===== src/rtl/pkt_dispatch_seq.sv =====
// pkt_dispatch_seq: buffers packet headers from upstream in a small FIFO and
// hands them one at a time to the packet filter, then waits until every
// downstream block that owns that packet type has reported completion.
//
// Ports
//   clk, nrst                 clock, synchronous active-low reset
//   in_valid/in_ready         upstream header handshake (push when both high)
//   in_pktType, in_destID     offered header
//   newpkt                    one-cycle issue strobe
//   fPktType, destinationID   header being issued / serviced
//   done_QTU/MNI/KCH/reward   completion pulses from downstream blocks
//   busy                      high while issuing or waiting
//   timeout_cnt               saturating count of packets retired by timeout
//
// Build option: define PKT_DISPATCH_TIMEOUT_EN to retire a packet after
// TIMEOUT WAIT cycles; without it WAIT ends only on completion and
// timeout_cnt is tied to 0.
//
// state | meaning
// ------+-------------------------------------------------------------
// IDLE  | head of FIFO (if any) latched into fPktType/destinationID
// ISSUE | newpkt strobe, pending mask loaded from the packet type
// WAIT  | collecting done pulses; head popped when mask empties

module pkt_dispatch_seq #(
  parameter int FIFO_DEPTH = 4,
  parameter int TIMEOUT    = 255
) (
  input  logic        clk,
  input  logic        nrst,
  input  logic        in_valid,
  output logic        in_ready,
  input  logic [2:0]  in_pktType,
  input  logic [15:0] in_destID,
  output logic        newpkt,
  output logic [2:0]  fPktType,
  output logic [15:0] destinationID,
  input  logic        done_QTU,
  input  logic        done_MNI,
  input  logic        done_KCH,
  input  logic        done_reward,
  output logic        busy,
  output logic [7:0]  timeout_cnt
);

  localparam int AW = (FIFO_DEPTH > 1) ? $clog2(FIFO_DEPTH) : 1;
  localparam logic [AW:0] DEPTH_C = (AW+1)'(FIFO_DEPTH);

  typedef enum logic [1:0] {S_IDLE, S_ISSUE, S_WAIT} state_t;

  // mask bit order: {reward, KCH, MNI, QTU}
  function automatic logic [3:0] type_mask(input logic [2:0] t);
    case (t)
      3'b000:  type_mask = 4'b1010;
      3'b001:  type_mask = 4'b0110;
      3'b010:  type_mask = 4'b1100;
      3'b011:  type_mask = 4'b0001;
      3'b100:  type_mask = 4'b1010;
      3'b101:  type_mask = 4'b1001;
      3'b110:  type_mask = 4'b1001;
      default: type_mask = 4'b0000;
    endcase
  endfunction

  state_t        state_q, state_d;
  logic [18:0]   mem_q [FIFO_DEPTH];
  logic [18:0]   mem_d [FIFO_DEPTH];
  logic [AW-1:0] wr_ptr_q, wr_ptr_d, rd_ptr_q, rd_ptr_d;
  logic [AW:0]   count_q, count_d;
  logic [2:0]    fpkt_q, fpkt_d;
  logic [15:0]   dest_q, dest_d;
  logic [3:0]    mask_q, mask_d;
  logic [3:0]    done_vec, mask_left;
  logic          full, push, pop;

`ifdef PKT_DISPATCH_TIMEOUT_EN
  logic [7:0]    wait_cnt_q, wait_cnt_d;
  logic [7:0]    tcnt_q, tcnt_d;
`endif

  assign full      = (count_q == DEPTH_C);
  assign push      = in_valid & ~full;
  assign done_vec  = {done_reward, done_KCH, done_MNI, done_QTU};
  assign mask_left = mask_q & ~done_vec;

  // Outputs are forced to their reset values while nrst is low so they are
  // defined even before the first reset edge has been seen.
  assign in_ready      = ~full | ~nrst;
  assign newpkt        = nrst & (state_q == S_ISSUE);
  assign busy          = nrst & ((state_q == S_ISSUE) | (state_q == S_WAIT));
  assign fPktType      = nrst ? fpkt_q : 3'd0;
  assign destinationID = nrst ? dest_q : 16'd0;

`ifdef PKT_DISPATCH_TIMEOUT_EN
  assign timeout_cnt = tcnt_q;
`else
  assign timeout_cnt = 8'd0;
`endif

  always_comb begin
    state_d = state_q;
    fpkt_d  = fpkt_q;
    dest_d  = dest_q;
    mask_d  = mask_q;
    pop     = 1'b0;
`ifdef PKT_DISPATCH_TIMEOUT_EN
    wait_cnt_d = wait_cnt_q;
    tcnt_d     = tcnt_q;
`endif
    case (state_q)
      S_IDLE: begin
        if (count_q != '0) begin
          {fpkt_d, dest_d} = mem_q[rd_ptr_q];
          state_d          = S_ISSUE;
        end
      end
      S_ISSUE: begin
        mask_d = type_mask(fpkt_q);
        if (type_mask(fpkt_q) == 4'd0) begin
          pop     = 1'b1;
          state_d = S_IDLE;
        end else begin
          state_d = S_WAIT;
`ifdef PKT_DISPATCH_TIMEOUT_EN
          wait_cnt_d = 8'd0;
`endif
        end
      end
      S_WAIT: begin
        mask_d = mask_left;
        // completion wins over an expiry in the same cycle
        if (mask_left == 4'd0) begin
          pop     = 1'b1;
          state_d = S_IDLE;
        end
`ifdef PKT_DISPATCH_TIMEOUT_EN
        else if (wait_cnt_q == 8'(TIMEOUT - 1)) begin
          pop     = 1'b1;
          state_d = S_IDLE;
          mask_d  = 4'd0;
          if (tcnt_q != 8'hFF) tcnt_d = tcnt_q + 8'd1;
        end else begin
          wait_cnt_d = wait_cnt_q + 8'd1;
        end
`endif
      end
      default: state_d = S_IDLE;
    endcase
  end

  // The head entry stays in the FIFO while it is serviced; it is popped
  // only when the packet retires, so in_ready reflects in-flight work too.
  always_comb begin
    mem_d = mem_q;
    if (push) mem_d[wr_ptr_q] = {in_pktType, in_destID};
    wr_ptr_d = push ? wr_ptr_q + AW'(1) : wr_ptr_q;
    rd_ptr_d = pop  ? rd_ptr_q + AW'(1) : rd_ptr_q;
    case ({push, pop})
      2'b10:   count_d = count_q + 1'b1;
      2'b01:   count_d = count_q - 1'b1;
      default: count_d = count_q;
    endcase
  end

  always_ff @(posedge clk) begin
    mem_q <= mem_d;
  end

  always_ff @(posedge clk) begin
    if (!nrst) begin
      state_q  <= S_IDLE;
      wr_ptr_q <= '0;
      rd_ptr_q <= '0;
      count_q  <= '0;
      fpkt_q   <= 3'd0;
      dest_q   <= 16'd0;
      mask_q   <= 4'd0;
`ifdef PKT_DISPATCH_TIMEOUT_EN
      wait_cnt_q <= 8'd0;
      tcnt_q     <= 8'd0;
`endif
    end else begin
      state_q  <= state_d;
      wr_ptr_q <= wr_ptr_d;
      rd_ptr_q <= rd_ptr_d;
      count_q  <= count_d;
      fpkt_q   <= fpkt_d;
      dest_q   <= dest_d;
      mask_q   <= mask_d;
`ifdef PKT_DISPATCH_TIMEOUT_EN
      wait_cnt_q <= wait_cnt_d;
      tcnt_q     <= tcnt_d;
`endif
    end
  end

endmodule


===== config.mk =====
export PLATFORM = sky130hd
export DESIGN_NAME = pkt_dispatch_seq
export DESIGN_NICKNAME = d
export VERILOG_FILES = /design/src/rtl/pkt_dispatch_seq.sv
export SDC_FILE = /design/constraint.sdc
export NUM_CORES = 1
export LEC_CHECK = 0
export CAP_MARGIN = 30
export CORE_ASPECT_RATIO = 0.75
export CORE_MARGIN = 5
export CORE_UTILIZATION = 30
export CTS_BUF_LIST = sky130_fd_sc_hd__clkbuf_16
export DETAILED_ROUTE_END_ITERATION = 7
export DONT_BUFFER_PORTS = 1
export PLACE_DENSITY = 0.46
export SETUP_SLACK_MARGIN = 0.5
export SLEW_MARGIN = 30
export SYNTH_ARGS = -nofsm -noshare
export SYNTH_HDL_FRONTEND = slang
export SYNTH_SLANG_ARGS = --single-unit

===== constraint.sdc =====
create_clock -name clk -period 6.2 [get_ports clk]
set_clock_uncertainty 0.1 [all_clocks]
set_input_delay 0.62 -clock clk [delete_from_list [all_inputs] [get_ports clk]]
set_output_delay 0.62 -clock clk [all_outputs]
set_load 0.05 [all_outputs]

; Yosys cells after proc, flatten, opt, wreduce, memory -nomap -nowiden
; Cells that the tools add are included.
[totals]
output_inout_bits = 30
reg_bits = 108
input_bits = 26
word_cells = 73
[op_classes]
bitwise_logic = 11
n_mux = 19
n_lt_le_gt_ge = 3
eq_ne = 13
n_addsub = 4
reduce_logical = 12
[op_table]
columns = operator, count
row1 = $bwmux 76, 1
row2 = $mux 19, 3
row3 = $bmux 19 s2, 1
row4 = $demux 19 s2, 1
row5 = $pmux 4 s5, 1
row6 = $mux 16, 1
row7 = $eq 3x3->1 const B, 4
row8 = $logic_not 4->1, 2
row9 = $pmux 4 s2, 1
row10 = $eq 3x2->1 const B, 2
row11 = $ge 3x3->1 const B, 2
row12 = $mux 2, 3
row13 = $not 2->3, 2
row14 = $pmux 2 s3, 1
row15 = $pmux 3 s2, 1
row16 = $add 2x1->2 const B, 2
row17 = $and 4x4->4, 1
row18 = $eq 2x1->1 const B, 2
row19 = $eq 2x2->1 const B, 2
row20 = $mux 4, 1
row21 = $not 4->4, 1
row22 = $reduce_and 2->1, 2
row23 = $reduce_bool 2->1, 2
row24 = $reduce_or 2->1, 2
row25 = 16 further kinds, 21

; Longest topological paths before layout
[depth]
word_depth = 9
ltp_mapped = 11

; Worst setup path after synthesis
; No wires, ideal clock.
[synth_path]
path_type = input to register
start = input done_QTU
end = register count_q[2]
arrival_time_ns = 2.343
stages = 10
path_slack_ns = 3.682
required_ns = 6.024
cell_sequence = nand2b_1 > o2111ai_2 > o21a_1 > nor2_1 > ha_1 > inv_1 > fa_1 > xor2_1 > or3_1 > a21boi_0
[synth_between]
elab_chain_cells = 7
[synth_lines]
columns = item, line
row1 = from (decl), 38  ; input logic done_QTU,
row2 = $not 4->4 *, 84  ; assign mask_left = mask_q & ~done_vec;
row3 = $and 4x4->4 *, 84
row4 = $logic_not 4->1 *, 132  ; if (mask_left == 4'd0) begin
row5 = $mux 1 *, 132
row6 = $pmux 1 s2 *, 110  ; case (state_q)
row7 = via pop, 74  ; logic full, push, pop;
row8 = $eq 2x1->1 or $eq 2x2->1 (tied branches), 158  ; case ({push, pop})
row9 = $pmux 3 s2 or $reduce_bool 2->1 (tied branches), --
row10 = to (signal assigned), 186  ; count_q <= count_d;
row11 = to (decl), 69  ; logic [AW:0] count_q, count_d;
; The timed path passes the listed nets; every way through them passes the cells marked *.
; A chain may end at the register's enable or synchronous reset.

; Worst setup path after layout
[layout_path]
start = register state_q[1]
end = register count_q[2]
[layout_between]
elab_chain_cells = 4
[layout_lines]
columns = item, line
row1 = from (decl), 65  ; state_t state_q, state_d;
row2 = from (signal assigned), 183  ; state_q <= state_d;
row3 = $eq 2x2->1 or $eq 2x1->1 (tied branches), 110
row4 = $pmux 1 s2 *, 110
row5 = via pop, 74
row6 = $eq 2x1->1 or $eq 2x2->1 (tied branches), 158
row7 = $pmux 3 s2 or $reduce_bool 2->1 (tied branches), --
; Marked as above.

==> run summary <==
Status
• outcome: complete, no violations

Critical path
• buffer and inverter count on the worst path: 3
• longest individual stage delay on the worst path: 0.47 ns
• critical path type: reg -> reg
• required arrival time at the worst endpoint: 6.37 ns
• crit path capture type: register
• Critical Path Start Type: register
• crit-path cells: inv_1 -> ha_1 -> inv_1 -> nor2_1 -> ha_1 -> inv_1 -> fa_1 -> xor2_1 -> or3_1 -> a21boi_0
• worst path arrival time: 2.73 ns
• Most Frequent Cell on Critical Path: inv_1
• largest delay contributor family on the critical path: adder cells
• slowest library cell on the worst path: ha_1
• maximum fanout along the worst path: 11

Timing
• ratio of final minimum period to clock period: 41.3%
• upper clock frequency limit: 391 MHz
• Setup Viol. Count Final: 0
• slew at the pin with the worst max-slew slack: 0.605 ns
• setup TNS: 0 ns
• Max Transition Viols Final: 0
• endpoints failing hold: 0
• RSZ-0062 raised after global routing: no
• clock period minus worst slack: 2.56 ns
• Relative slew margins: 59.6%

Floorplanning
• count of standard-cell rows: 39
• I/O pins: 56
• area of the core: 0.0152 mm^2
• Total Die Area: 0.0181 mm^2
• die outline width: 154 um
• Chip Height: 118 um
• initial core utilization: 30.5%

Flow run
• total of max-cap violations: 0

Placement
• post-placement cell area: 0.00476 mm^2
• detailed placer's ending HPWL: 5.44 mm
• RD Place Congestion: 0.684
• total of buffers placed on input and output ports: 0
• post-placement cell count: 510

Finish
• fraction of layout instances using a drive strength above 1: 20.2%
• number of nets in the layout: 351
• Antenna diodes: 0
• area growth from synthesis to layout: 9.09%
• most common cell after layout, fill and taps aside: edfxtp_1
• post-route standard cell area excluding fillers: 0.00506 mm^2
• commonest non-fill, non-tap cells in the layout: edfxtp_1, nand2_1, dfxtp_1
• fin cells: 526

Synth
• synthesized area per cell: 14.4 um^2
• largest family of logic cells by synthesized area: simple AND/OR/NAND/NOR gates
• parity-gate share of the synthesized area counting xor and xnor cells: 0.755%
• Most used DFF post-synth: edfxtp_1
• summed instance area of the synthesized netlist: 0.00464 mm^2
• distinct cell type count of the synthesized netlist: 42
• Yosys warning total: 0
• area fraction in compound gates after synthesis: 7.31%
• async set-or-reset flop fraction in the synthesized netlist: 0%
• Post-Synth Adder-Cell Area: 2.59%
• cells after synthesis: 323
• fraction of the yosys area taken by sequential cells: 63.0%
• total of flip-flops plus latches after synthesis: 108
• count of flip-flops with a built-in enable after synthesis: 76
• simple-gate share of the synthesized area: 11.2%
• mux cell area share after synthesis: 10.1%

Clock tree
• total CTS buffers: 9
• number of buffers on the longest clock path: 2
• PostCTS Resize Cnt: 0
• Clk Tree Root Cell: clkbuf_16
• source-to-sink clock delay at the later pin of the worst-skew pair: 0.34 ns
• number of clock sinks: 108
• H-Tree Depth: 3
• clock-pin slew reported for the worst setup and hold paths after clock tree synthesis: 0.07 ns
• total of hold buffers inserted after clock tree synthesis: 0
• clock tree from TritonCTS: built
• Post-CTS Setup Inserts: 0

Pwr
• largest voltage drop on the vdd net: 0.160 mV
• ratio of total power to cell area: 350 mW/mm^2
• total leakage power: 1.62 nW
• overall power consumption: 1.77 mW

Global route
• global routing usage summed across all routing layers: 9.81%
• remaining global-route overflow: 0
• pin count of the biggest net entering global routing: 58
• first-pass GRT wire length: 13.7 mm
• vias in the first global route: 2,344
• antenna violations before repair: 0

Routing
• mean number of vias per cell: 4.41
• Vias: 2,320
• number of detailed-route iterations in the first pass: 4
• DRC marker count from the first detailed-route iteration: 124
• routed length per instance: 16.5 um
• count of antenna-violating nets left after detailed routing: 0
• Routed Wire Length: 8.70 mm
• total DRC errors in the routed layout: 0

Worst hold path
• class of the tightest hold or removal check: in -> reg

-- cell usage after synthesis, types with 2 or more instances --
master | count | area share, %
nand2_1 | 34 | 2.8
dfxtp_1 | 32 | 14
nand2b_1 | 7 | 0.94
o21ai_0 | 6 | 0.65
inv_1 | 11 | 0.89
mux2i_1 | 4 | 0.86
nand3_1 | 4 | 0.43
xnor2_1 | 3 | 0.57
edfxtp_1 | 76 | 49
or3_1 | 2 | 0.27
nor2_1 | 3 | 0.24
a21boi_1 | 9 | 1.5
clkbuf_1 | 7 | 0.57
and2_1 | 28 | 3.8
ha_1 | 8 | 2.2
nand2_2 | 10 | 1.3
mux4_2 | 19 | 9.2
buf_4 | 10 | 1.6
buf_2 | 5 | 0.54
nor2b_1 | 6 | 0.81
a21oi_1 | 5 | 0.54
a21boi_2 | 11 | 2.7
buf_6 | 4 | 0.97
-- sequential cells by signal (all words and copies together), names as in the netlist --
name / count
mem_q: 76
state_q: 2
rd_ptr_q: 2
fpkt_q: 3
dest_q: 16
mask_q: 4
count_q: 3
wr_ptr_q: 2
-- area by class of cell --
class / count / area [um^2]
tap: 205 / 256
inverter: 11 / 41.3
fill: 1527 / 10200
clock inverter: 7 / 76.3
timing repair buffer: 2 / 15.0
multi-input combinational: 184 / 1520
sequential: 108 / 2920
clock buffer: 9 / 225
-- report_power, final --
part           total (mW)  internal (mW)  leakage [nW]  switching (mW)
Sequential          0.872          0.834         0.960          0.0377
Clock               0.575          0.316         0.137           0.260
Combinational       0.323          0.115         0.527           0.208
Total                1.77           1.26          1.62           0.506
-- final timing paths --
| path | startpoint | end | slack (ns) | depth (start not counted) |
|---|---|---|---|---|
| worst max-delay path | state_q[1] | count_q[2] | 3.64 | 10 |
| worst min-delay path | in_destID[7] | mem_q[26] | 0.27 | 0 |
| worst max register to register | state_q[1] | count_q[2] | 3.64 | 10 |
| worst min register to register | dest_q[5] | dest_q[5] | 0.35 | 2 |
-- logic make-up (layout without fill, tap and decap cells) --
group	Yosys count	count (layout)
xor+xnor	4	4
compound gates	42	42
mux	23	23
fa+ha+maj	9	9
flops	108	108
simple gates	98	98
buf+inv	38	29
other cells	1	8
-- metrics by stage --
step           worst slack, ns  utilization, %  hold slack (ns)
3_5_place_dp              3.48            31.3            0.343
4_1_cts                   3.63            33.3            0.261
2_1_floorplan             3.68               -            0.330
6_report                  3.64            33.3            0.272
5_1_grt                   3.47            33.3            0.253
3_3_place_gp              3.59            31.2            0.338
-- metal layers --
layer / track usage, % / vias up / share of wire, %
met4: 2.65 / 0 / 0.95
met3: 3.75 / 6 / 6.2
li1: - / 1119 / -
met1: 13.3 / 1146 / 47
met2: 14.8 / 49 / 45
met5: 0 / - / 0
No activity file was read; power rests on OpenSTA's default activity.
